$ cat src/rtl/pipe_ctrl_pkg.sv
// Shared core package: stage indices, datapath widths, MD encoding
// and the per-cycle sequencing action chosen by pipe_ctrl.
package pipe_ctrl_pkg;

    localparam int XLEN_DEF = 32;
    localparam int RAW_DEF  = 5;

    localparam int ST_IF = 0;
    localparam int ST_ID = 1;
    localparam int ST_EX = 2;

    typedef enum logic [1:0] {
        MD_ALU = 2'b00,
        MD_MEM = 2'b01,
        MD_PC  = 2'b10
    } md_e;

    localparam md_e MD_LOAD = MD_MEM;

    typedef enum logic [1:0] {
        ACT_RUN,
        ACT_WAIT,
        ACT_STALL,
        ACT_REDIR
    } act_e;

    // Redirect beats load-use, which beats a fetch wait-state.
    function automatic act_e pick_act(
        input logic re,
        input logic lu,
        input logic rdy
    );
        if (re) begin
            return ACT_REDIR;
        end
        if (lu) begin
            return ACT_STALL;
        end
        if (!rdy) begin
            return ACT_WAIT;
        end
        return ACT_RUN;
    endfunction

    function automatic logic [31:0] sat_inc(input logic [31:0] v);
        return (v == 32'hFFFF_FFFF) ? v : v + 32'd1;
    endfunction

endpackage

$ cat src/rtl/pipe_ctrl_hazard_detect.sv
// Combinational hazard logic: load-use detect and EX->ID forward
// selects. Holds no state; pipe_ctrl supplies the stage valids.
module hazard_detect
    import pipe_ctrl_pkg::*;
#(
    parameter int RAW = RAW_DEF
) (
    input  logic           id_vld,
    input  logic           ex_vld,
    input  logic           redir_eff,
    input  logic [RAW-1:0] id_aa,
    input  logic [RAW-1:0] id_ba,
    input  logic           id_ua,
    input  logic           id_ub,
    input  logic [RAW-1:0] ex_da,
    input  logic           ex_rw,
    input  logic           ex_ld,
    output logic           lu,
    output logic           ha,
    output logic           hb
);

    logic a_hit;
    logic b_hit;
    logic lu_raw;

    // R0 is never a dependency; a redirect masks every hazard output.
    always_comb begin
        a_hit  = id_ua & (id_aa == ex_da) & (ex_da != '0);
        b_hit  = id_ub & (id_ba == ex_da) & (ex_da != '0);
        lu_raw = id_vld & ex_vld & ex_ld & ex_rw & (a_hit | b_hit);
        lu     = lu_raw & ~redir_eff;
        ha     = a_hit & ex_vld & ex_rw & ~ex_ld & ~lu_raw & ~redir_eff;
        hb     = b_hit & ex_vld & ex_rw & ~ex_ld & ~lu_raw & ~redir_eff;
    end

endmodule

$ cat src/rtl/pipe_ctrl.sv
// Pipeline sequencing: fetch PC, per-stage PC/valid, stall and flush.
// Optional performance counters are built when PERF_CNT_EN is defined.
module pipe_ctrl
    import pipe_ctrl_pkg::*;
#(
    parameter int              XLEN     = XLEN_DEF,
    parameter int              NSTAGE   = 5,
    parameter int              RAW      = RAW_DEF,
    parameter logic [XLEN-1:0] RESET_PC = '0
) (
    input  logic                   clk,
    input  logic                   rst_n,
    input  logic                   imem_ready,
    input  logic [RAW-1:0]         id_aa,
    input  logic [RAW-1:0]         id_ba,
    input  logic                   id_ua,
    input  logic                   id_ub,
    input  logic [RAW-1:0]         ex_da,
    input  logic                   ex_rw,
    input  logic                   ex_ld,
    input  logic                   redir,
    input  logic [XLEN-1:0]        redir_pc,
    output logic [XLEN-1:0]        pc,
    output logic [NSTAGE*XLEN-1:0] stage_pc,
    output logic [NSTAGE-1:0]      stage_vld,
    output logic                   stall,
    output logic                   flush,
    output logic                   ha,
    output logic                   hb
`ifdef PERF_CNT_EN
    ,
    output logic [31:0]            cnt_cyc,
    output logic [31:0]            cnt_stall,
    output logic [31:0]            cnt_flush
`endif
);

    logic [XLEN-1:0]   pc_q;
    logic [XLEN-1:0]   pc_d;
    logic [XLEN-1:0]   spc_q [1:NSTAGE-1];
    logic [XLEN-1:0]   spc_d [1:NSTAGE-1];
    logic [NSTAGE-1:1] vld_q;
    logic [NSTAGE-1:1] vld_d;

    logic redir_eff;
    logic lu;
    act_e act;

    assign redir_eff = redir & vld_q[ST_EX];

    hazard_detect #(
        .RAW (RAW)
    ) u_hz (
        .id_vld    (vld_q[ST_ID]),
        .ex_vld    (vld_q[ST_EX]),
        .redir_eff (redir_eff),
        .id_aa     (id_aa),
        .id_ba     (id_ba),
        .id_ua     (id_ua),
        .id_ub     (id_ub),
        .ex_da     (ex_da),
        .ex_rw     (ex_rw),
        .ex_ld     (ex_ld),
        .lu        (lu),
        .ha        (ha),
        .hb        (hb)
    );

    assign act   = pick_act(redir_eff, lu, imem_ready);
    assign stall = lu;
    assign flush = redir_eff;

    // Next PC and stage contents; stages past EX always shift.
    always_comb begin
        pc_d  = pc_q;
        vld_d = vld_q;
        for (int k = 1; k < NSTAGE; k++) begin
            spc_d[k] = spc_q[k];
        end
        for (int k = NSTAGE - 1; k > ST_EX; k--) begin
            spc_d[k] = spc_q[k-1];
            vld_d[k] = vld_q[k-1];
        end
        unique case (act)
            ACT_REDIR: begin
                pc_d         = redir_pc;
                spc_d[ST_ID] = '0;
                vld_d[ST_ID] = 1'b0;
                spc_d[ST_EX] = '0;
                vld_d[ST_EX] = 1'b0;
            end
            ACT_STALL: begin
                spc_d[ST_EX] = '0;
                vld_d[ST_EX] = 1'b0;
            end
            ACT_WAIT: begin
                spc_d[ST_EX] = spc_q[ST_ID];
                vld_d[ST_EX] = vld_q[ST_ID];
                spc_d[ST_ID] = '0;
                vld_d[ST_ID] = 1'b0;
            end
            ACT_RUN: begin
                pc_d         = pc_q + {{(XLEN-1){1'b0}}, 1'b1};
                spc_d[ST_EX] = spc_q[ST_ID];
                vld_d[ST_EX] = vld_q[ST_ID];
                spc_d[ST_ID] = pc_q;
                vld_d[ST_ID] = 1'b1;
            end
            default: begin
                pc_d = pc_q;
            end
        endcase
    end

    // State register; reset drops any pending stall or redirect.
    always_ff @(posedge clk) begin
        if (!rst_n) begin
            pc_q  <= RESET_PC;
            vld_q <= '0;
            for (int k = 1; k < NSTAGE; k++) begin
                spc_q[k] <= '0;
            end
        end else begin
            pc_q  <= pc_d;
            vld_q <= vld_d;
            for (int k = 1; k < NSTAGE; k++) begin
                spc_q[k] <= spc_d[k];
            end
        end
    end

    // Flatten per-stage PCs; slot 0 mirrors the fetch PC.
    always_comb begin
        stage_pc = '0;
        stage_pc[ST_IF*XLEN +: XLEN] = pc_q;
        for (int k = 1; k < NSTAGE; k++) begin
            stage_pc[k*XLEN +: XLEN] = spc_q[k];
        end
    end

    assign pc        = pc_q;
    assign stage_vld = {vld_q, imem_ready & ~redir_eff};

`ifdef PERF_CNT_EN
    logic [31:0] cyc_q;
    logic [31:0] stl_q;
    logic [31:0] fls_q;

    // Saturating cycle, stall and flush counters.
    always_ff @(posedge clk) begin
        if (!rst_n) begin
            cyc_q <= '0;
            stl_q <= '0;
            fls_q <= '0;
        end else begin
            cyc_q <= sat_inc(cyc_q);
            if (stall) begin
                stl_q <= sat_inc(stl_q);
            end
            if (flush) begin
                fls_q <= sat_inc(fls_q);
            end
        end
    end

    assign cnt_cyc   = cyc_q;
    assign cnt_stall = stl_q;
    assign cnt_flush = fls_q;
`endif

endmodule

$ cat config.mk
export PLATFORM = sky130hd
export DESIGN_NAME = pipe_ctrl
export DESIGN_NICKNAME = d
export VERILOG_FILES = /design/src/rtl/pipe_ctrl_pkg.sv /design/src/rtl/pipe_ctrl_hazard_detect.sv /design/src/rtl/pipe_ctrl.sv
export SDC_FILE = /design/constraint.sdc
export NUM_CORES = 1
export LEC_CHECK = 0
export ABC_AREA = 0
export CORE_MARGIN = 10
export CORE_UTILIZATION = 41
export DETAILED_ROUTE_END_ITERATION = 7
export PLACE_DENSITY = 0.77
export SYNTH_ARGS = -nofsm -noshare
export SYNTH_HDL_FRONTEND = slang
export SYNTH_SLANG_ARGS = --single-unit
$ cat constraint.sdc
create_clock -name clk -period 3.4 [get_ports clk]
set_input_delay 0.68 -clock clk [delete_from_list [all_inputs] [get_ports clk]]
set_output_delay 0.68 -clock clk [all_outputs]
set_load 0.03 [all_outputs]
==> run metrics <==
RSZ-0062 raised after global routing=false; instance count on the critical path=9; Setup WS pre-CTS=-0.739 ns; global placement routability congestion=0.862; path category of the worst min-delay check=reg -> reg; number of placement rows=47; measured slew at the worst slew-check pin=approximately 0.87 ns; cts bufs inserted=17; number of warnings printed during yosys synthesis=0; Netlist Area Pre-Place=just over 7000 um2; Post-synth EDFFs=0; Worst VDD drop=0.000412 V; delay-heaviest family, CP=buffers and inverters; worst setup slack for register-to-register paths=0.63 ns; combined global-route utilization of all metal layers=0.191; share of post-route cells with drive strength above 1=0.107; number of different library cells in the post-synthesis netlist=54; post-DR wirelength/cell=between 15 and 20 um; total length of routed wires=23000 um; endpoint of the worst-slack reg-to-reg timing path=pc[24]$_SDFFE_PN0P_; share of Yosys cell area claimed by the top area cell type=0.465; count leader, synth=dfxtp_1; path depth of the worst reg2reg path=6; # setup viols final=0; most frequently used flop master after synthesis=dfxtp_1; total half-perimeter wirelength after legalization and detailed placement=16800 um; most area-hungry cell type in the Yosys netlist=dfxtp_1; effective utilization at floorplan=0.423; area overhead of the layout relative to synthesis=44.2%; first-iteration detailed-routing DRC count=625; cells along the critical path=clkdlybuf4s50_1 > xnor2_2 > nand4_1 > or4_4 > a21oi_4 > buf_6 > buf_12 > and2_1 > buf_6; number of iterations in the first detailed-routing pass=5; worst setup path endpoint=stall; root buffer cell=clkbuf_16; setup slack after layout=0.0959 ns; buffers from clock root to sink, at most=2; longest individual stage delay on the worst path=between 0.5 and 0.6 ns; Clock H-tree levels=4; Arr. time, crit path=about 2.6 ns; grt ovf=0; Residual DRC=0; Most Frequent Cell on Critical Path=buf_6; most frequent cells after synthesis=dfxtp_1 (164), nor2_1 (111), buf_4 (100), nand2_1 (76), and2_1 (70); outcome=complete, no violations; largest net degree at the start of global routing=79; Net Count, Synth=891; # diodes=0; Clock Skew=about 0.0074 ns; Setup Crit Path Kind=in -> out; maximum clock rate=303 MHz; first-pass GRT wire length=approximately 34000 um; number of maximum-capacitance violations=0; DIE HEIGHT=151 um; count of port buffers added during placement=approximately 260; power per cell area=479 nW/um2; power after layout=roughly 0.0049 W; post-route antenna net violation count=0; required time at the endpoint of the critical path=2.72 ns; clk sinks=164; vias per cell=around 5.1; cell type of the slowest stage on the worst timing path=or4_4; leak pwr=3.94 nW; post-CTS clock slew at the launch and capture registers of the worst setup and hold paths=0.07 ns; post-synthesis register bit count=between 150 and 200; Relative slew margins=0.419; number of vias in the routed layout=6345; startpoint of the lowest-slack register-to-register path=pc[1]$_SDFFE_PN0P_; count of pins on the block boundary=256; leading cell types by total area after synthesis=dfxtp_1 (47%), buf_4 (11%), and2_1 (6.2%); fin area=10200 um2; Clk Latency, worst-skew pair=0.42 ns; share of the core filled with cells in the final layout=0.609; post-synthesis sequential area ratio=0.465; gate count after technology mapping=832; kind of start point of the critical path=primary input; initial antenna violation count=0; fin nets=1063; Min Clock Period, post-route=3.30 ns; proportion of register bits with asynchronous set or reset after synthesis=0; floorplan die area=22900 um2; Fin Hold WS=0.457 ns; vias in the first global route=5915; DIE WIDTH=about 150 um; clock tree from TritonCTS=done; share of the clock period used by the worst path after layout=0.972; synthesized area divided by synthesized cell count=8.48 um2; crit path buf inv count=4; number of fillers in the final layout=around 1500; Max FO, Critical Path=3; kind of capture point of the worst setup path=primary output; placed cell areas=9240 um2; Critical Path Source=id_ba[3]; max-slew violation count=0; Core Region=16700 um2; number of hold violations in the final report=0
==> cell type report <==
cell class                 instances  area (um2)  area share
clock buffer                      17         425      0.0418
clock inverter                    15         214      0.0210
inverter                          10        41.3     0.00406
multi-input combinational        507        2890       0.284
sequential                       164        3280       0.323
tap                              220         275      0.0270
timing repair buffer             304        3050       0.300
==> worst min path at each step <==
stage                                  start                       end  slack [ns]  depth (start not counted)
floorplan            spc_q[0][68]$_SDFF_PN0_  spc_q[0][100]$_SDFF_PN0_        0.44                          1
global placement    spc_q[0][123]$_SDFF_PN0_  spc_q[0][155]$_SDFF_PN0_        0.44                          1
detailed placement  spc_q[0][118]$_SDFF_PN0_  spc_q[0][150]$_SDFF_PN0_        0.44                          1
CTS                 spc_q[0][121]$_SDFF_PN0_  spc_q[0][153]$_SDFF_PN0_        0.46                          1
global route        spc_q[0][117]$_SDFF_PN0_  spc_q[0][149]$_SDFF_PN0_        0.47                          1
finish              spc_q[0][118]$_SDFF_PN0_  spc_q[0][150]$_SDFF_PN0_        0.46                          1
==> what timing repair did <==
action | 4_1_cts | 5_1_grt
cloned | 2 | 0
setup buffers | 6 | 6
resized for setup | 15 | 19
hold buffers | 0 | 0
pin swaps | 3 | 7
hold endpoints to repair | 0 | 0
endpoints found under the setup margin | 23 | 35
==> per-stage QoR <==
step	cells	TNS [ns]
after floorplan	832	0
after global placement	1191	-15.76
after detailed placement	1191	-18.78
after CTS	1231	0
after global routing	1237	0
final	1237	0
==> layer usage <==
metal / up-vias / GRT usage / share of wire
met5: - / 0 / 0
met4: 0 / 0.0635 / 0.017
met3: 31 / 0.0561 / 0.088
met2: 298 / 0.306 / 0.48
met1: 2946 / 0.240 / 0.42
li1: 3070 / - / -
==> worst register-to-register path, cell delays in order, from the launching register on <==
cell and delay (ns):
dfxtp_1 0.51, ha_1 0.33, nand3_4 0.10, or4_4 0.66, or4_1 0.59, or3_1 0.36
a31oi_1 0.15
==> layout by cell type (no fill, tap or decap), drive strengths merged, types with 17 or more instances in the layout <==
| cell type | count |
|---|---|
| clkbuf | 17 |
| nand2 | 76 |
| nand3 | 47 |
| and2 | 70 |
| buf | 52 |
| clkdlybuf4s50 | 246 |
| nor2 | 111 |
| a21oi | 42 |
| o21ai | 18 |
| dfxtp | 164 |
==> sequential cells by signal (all words and copies together) (netlist names) <==
register	cells
spc_q	128
vld_q	4
pc	32
==> cell families after synthesis <==
| logic type | share of synthesized area |
|---|---|
| and+or+nand+nor | 0.255 |
| AOI/OAI and AO/OA | 0.112 |
| buffers and inverters | 0.140 |
| adders and majority gates | 0.00709 |
| muxes | 0.00567 |
| xor gates and xnor gates | 0.0149 |
| DFF | 0.465 |
==> where the power goes <==
part | leakage, nW | switching (W) | internal (W)
logic | 2.29 | 0.000397 | 0.000327
registers | 1.33 | 0.0000931 | 0.00197
clock network | 0.317 | 0.000827 | 0.00125
total | 3.94 | 0.00132 | 0.00355
Power figures use the tool's default switching activity.
